===== config.mk =====
export PLATFORM = sky130hd
export DESIGN_NAME = sel_n_1_rr
export DESIGN_NICKNAME = d
export VERILOG_FILES = /design/src/rtl/sel_pkg.sv /design/src/rtl/sel_n_1_rr_rr_arb.sv /design/src/rtl/sel_n_1_rr.sv
export SDC_FILE = /design/constraint.sdc
export NUM_CORES = 1
export LEC_CHECK = 0
export CAP_MARGIN = 20
export CORE_MARGIN = 2
export CORE_UTILIZATION = 48
export DETAILED_ROUTE_END_ITERATION = 6
export PLACE_DENSITY = 0.79
export SYNTH_ARGS = -nofsm -noshare
export SYNTH_HDL_FRONTEND = slang
export SYNTH_SLANG_ARGS = --single-unit

===== constraint.sdc =====
create_clock -name i_clk -period 4.1 [get_ports i_clk]
set_input_delay 0.82 -clock i_clk [delete_from_list [all_inputs] [get_ports i_clk]]
set_output_delay 0.82 -clock i_clk [all_outputs]
set_load 0.01 [all_outputs]

===== src/rtl/sel_pkg.sv =====
// Shared constants and helpers for the N:1 round-robin channel selector.
package sel_pkg;

  localparam logic SEL_MODE_FIXED = 1'b0;
  localparam logic SEL_MODE_RR    = 1'b1;

  // Channel-index width, never less than one bit.
  function automatic int unsigned sel_clog2(input int unsigned n);
    return (n < 2) ? 1 : $clog2(n);
  endfunction

endpackage


===== src/rtl/sel_n_1_rr_rr_arb.sv =====
// Rotating-priority arbiter: first requester after i_last, wrapping modulo N.
module rr_arb
  import sel_pkg::*;
#(
  parameter int unsigned N  = 4,
  parameter int unsigned SW = sel_clog2(N)
) (
  input  logic [N-1:0]  i_req,
  input  logic [SW-1:0] i_last,
  output logic [N-1:0]  o_gnt,
  output logic [SW-1:0] o_gnt_idx
);

  always_comb begin
    int unsigned idx;
    logic        found;
    o_gnt     = '0;
    o_gnt_idx = '0;
    found     = 1'b0;
    idx       = 0;
    // i_last is always < N, so a single subtraction implements the wrap.
    for (int unsigned k = 1; k <= N; k++) begin
      idx = 32'(i_last) + k;
      if (idx >= N) idx = idx - N;
      if (!found && i_req[SW'(idx)]) begin
        found             = 1'b1;
        o_gnt[SW'(idx)]   = 1'b1;
        o_gnt_idx         = SW'(idx);
      end
    end
  end

endmodule


===== src/rtl/sel_n_1_rr.sv =====
// N-to-1 W-bit channel selector, fixed or round-robin, with one registered
// output stage and valid/ready handshakes on both sides.
module sel_n_1_rr
  import sel_pkg::*;
#(
  parameter int unsigned N = 4,
  parameter int unsigned W = 2
) (
  input  logic                         i_clk,
  input  logic                         i_rst_n,
  input  logic                         i_mode,
  input  logic [sel_clog2(N)-1:0]      i_sel,
  input  logic [N*W-1:0]               i_in_data,
  input  logic [N-1:0]                 i_in_valid,
  output logic [N-1:0]                 o_in_ready,
  output logic [W-1:0]                 o_out_data,
  output logic [sel_clog2(N)-1:0]      o_out_ch,
  output logic                         o_out_valid,
  input  logic                         i_out_ready
);

  localparam int unsigned SW = sel_clog2(N);

  logic [SW-1:0] r_last;
  logic [W-1:0]  r_out_data;
  logic [SW-1:0] r_out_ch;
  logic          r_out_valid;

  logic [N-1:0]  w_rr_gnt;
  logic [SW-1:0] w_rr_idx;
  logic [N-1:0]  w_fix_gnt;
  logic [N-1:0]  w_gnt;
  logic [SW-1:0] w_gnt_idx;
  logic          w_load;
  logic          w_xfer;
  logic [W-1:0]  w_data;

  rr_arb #(.N(N), .SW(SW)) u_rr_arb (
    .i_req     (i_in_valid),
    .i_last    (r_last),
    .o_gnt     (w_rr_gnt),
    .o_gnt_idx (w_rr_idx)
  );

  // Fixed-mode grant; an out-of-range select grants nothing.
  always_comb begin
    w_fix_gnt = '0;
    if (32'(i_sel) < N) w_fix_gnt[i_sel] = i_in_valid[i_sel];
  end

  assign w_gnt      = (i_mode == SEL_MODE_RR) ? w_rr_gnt : w_fix_gnt;
  assign w_gnt_idx  = (i_mode == SEL_MODE_RR) ? w_rr_idx : i_sel;
  assign w_load     = ~r_out_valid | i_out_ready;
  assign o_in_ready = w_gnt & {N{w_load & i_rst_n}};
  assign w_xfer     = |o_in_ready;

  // AND-OR data mux keyed by the granted index.
  always_comb begin
    w_data = '0;
    for (int unsigned i = 0; i < N; i++) begin
      w_data = w_data | (i_in_data[i*W +: W] & {W{w_gnt_idx == SW'(i)}});
    end
  end

  always_ff @(posedge i_clk) begin
    if (!i_rst_n) begin
      r_out_valid <= 1'b0;
      r_out_data  <= '0;
      r_out_ch    <= '0;
      r_last      <= SW'(N - 1);
    end else if (w_xfer) begin
      r_out_valid <= 1'b1;
      r_out_data  <= w_data;
      r_out_ch    <= w_gnt_idx;
      if (i_mode == SEL_MODE_RR) r_last <= w_gnt_idx;
    end else if (i_out_ready) begin
      r_out_valid <= 1'b0;
    end
  end

  assign o_out_data  = r_out_data;
  assign o_out_ch    = r_out_ch;
  assign o_out_valid = r_out_valid;

endmodule


==> results.toml <==
[run_status]
outcome = "complete, no violations"

[detailed_routing]
antenna_left = 0
drt_iter0_drc = 28
vias_per_cell = 5.75
dr.pass1.iters = 4
wl_per_cell_um = 13.4
drc = 0
wl_mm = 2.42
route.vias.total = 1035

[synth]
syn_area_sq_um = 1020
synth_most_common_cell = "inv_1"
synth-edff-count = 0
synthCells = 123
synth_top_cell_area_share_pct = 13.7
ys_types = 40
synth_area_leaders = "dfxtp_1, ha_1, mux4_2, buf_6, inv_1"
synth_nets = 149
async_flop_share_pct = 0
netlist_top_cells_count = "inv_1, nand2_1, nor2_1"
ys_seq_area_share_pct = 13.7
ys_warn_count = 0
synth_top_cell_by_area = "dfxtp_1"
yosys_register_bits = 7
synth_ff_type = "dfxtp_1"
syn_avg_cell_area_sq_um = 8.33

[critical_path]
endpoint_kind = "output port"
path_class = "input pin to output port"
cp.arrival_ps = 3120
startpoint_type = "input pin"
crit_required_ps = 3280
cp_max_fo = 5

[clock_network]
htreeDepth = 1
root_buffer = "clkbuf_4"
ctsResizeCount = 0
holdBufCountCts = 0
cts_buffers = 3
ctsLongestPathBuffers = 2
cts_setup_buffers = 0
clk_pin_slew_ps = 60
clk-insertion-delay-late_ps = 260
cts_tree = "built"
clock-sinks = 7

[floorplan]
chipWidth_um = 50.2
coreArea_sq_um = 1980
start_util_pct = 51.7
die_h_um = 50.2
ios = 27
rows = 16
die_area_sq_um = 2520

[timing]
rsz0062_at_grt = "no"
skew_ps = 6.69
period_share_pct = 96.2
tightest_slew_ps = 528
max_freq_mhz = 254
hold_viol_final = 0
setup_viol = 0
drv_slew = 0
setup-tns-final_ps = 0
max_slew_margin_pct = 64.8
final.min_clock_period_ps = 3940

[layout]
post-route-util_pct = 67.3
area_growth_pct = 30.2
drive_gt1_share_pct = 16.3
n_fill_cell = 157
diodes = 0
nets = 180

[grt]
met1_usage_pct = 24.8
grt_pass1_vias = 954
grt_max_degree = 18
antenna_found_initial = 0
use_met2_pct = 38.6
gr-usage-all-layers_pct = 20.8
grt_pass1_wl_mm = 4.13
met3_usage_pct = 4.17
grt_busiest_layer = "met2"
grt_overflow = 0

[run]
cap_violations = 0

[min_path]
min_path_type = "flop to flop"

[placed_design]
portBuffers = 26
globalplace.congestion = 0.889
dp_hpwl_mm = 1.92

[power_and_ir_drop]
irDropWorstVdd_mv = 0.221
powerDensity_nw_per_um2 = 301
p_leak_uw = 0.000568
==> state kept, by name (all words and copies together), names as in the netlist <==
register     count
o_out_ch         2
o_out_data       2
r_last           2
o_out_valid      1
==> placed cells by master, fill, tap and decap left out, types with 2 or more instances in the layout <==
cell type / n
dfxtp_1: 7
nand2_1: 11
ha_1: 8
nor3_1: 2
clkbuf_4: 3
o211ai_1: 2
a31oi_1: 7
mux4_2: 4
o21ai_1: 7
inv_1: 15
nor2_1: 9
nor3b_1: 2
buf_4: 8
mux2i_1: 4
and4_1: 2
a21oi_1: 3
o31ai_1: 4
clkdlybuf4s50_1: 26
and2_1: 2
nand2b_1: 2
o31ai_2: 3
nor2b_1: 2
==> path summary, 6_finish.rpt <==
kind,cells after the start,from,endpoint,slack [ps]
setup / recovery,7,i_in_valid[1],o_in_ready[0],160
setup reg to reg,9,r_last[0],r_last[1],1120
hold / removal,2,o_out_data[1],o_out_data[1],450
hold reg to reg,2,o_out_data[1],o_out_data[1],450
==> cell type report <==
class / instances / area (sq um) / area share [%]
Clock buffer: 4 / 26.3 / 1.97
Inverter: 15 / 56.3 / 4.22
Multi-Input combinational cell: 93 / 757 / 56.8
Sequential cell: 7 / 140 / 10.5
Tap cell: 27 / 33.8 / 2.53
Timing Repair Buffer: 34 / 320 / 24.0
==> through the flow <==
stage / instances / hold slack [ps] / cell area [sq um] / total power [uW] / setup slack (ps)
floorplan: 123 / 473 / 1020 / 263 / 822
global placement: 176 / 436 / 1310 / 330 / 188
detailed placement: 176 / 443 / 1310 / 337 / 150
CTS: 180 / 451 / 1330 / 402 / 155
global route: 180 / 469 / 1330 / 432 / 30.7
finish: 180 / 447 / 1330 / 401 / 156
==> logic make-up (layout without fill, tap and decap cells) <==
kind of cell | count (synthesis) | in the layout | synth area share [%]
fa+ha+maj | 8 | 8 | 9.77
compound gates | 36 | 36 | 27.1
simple gates | 40 | 40 | 21.7
mux | 9 | 9 | 15.3
buf+inv | 23 | 53 | 12.5
flops | 7 | 7 | 13.7
==> power breakdown <==
group	total (uW)	switching, uW	internal (uW)
Sequential	88.5	6.49	82.0
Combinational	248	124	124
Clock	64.7	27.5	37.3
==> metal layers <==
layer	wire (um)	part of all wire, %
met5	0	0
met1	1020	42
met4	0	0
met3	168	7.0
met2	1230	51
==> critical path, cell delays in order <==
cell and delay, ps:
clkdlybuf4s50_1 480, mux4_2 550, or3b_4 420, o21ai_1 170, o31ai_2 110, inv_1 60, clkdlybuf4s50_1 520
Note: power is estimated with default switching activity, not from simulation.
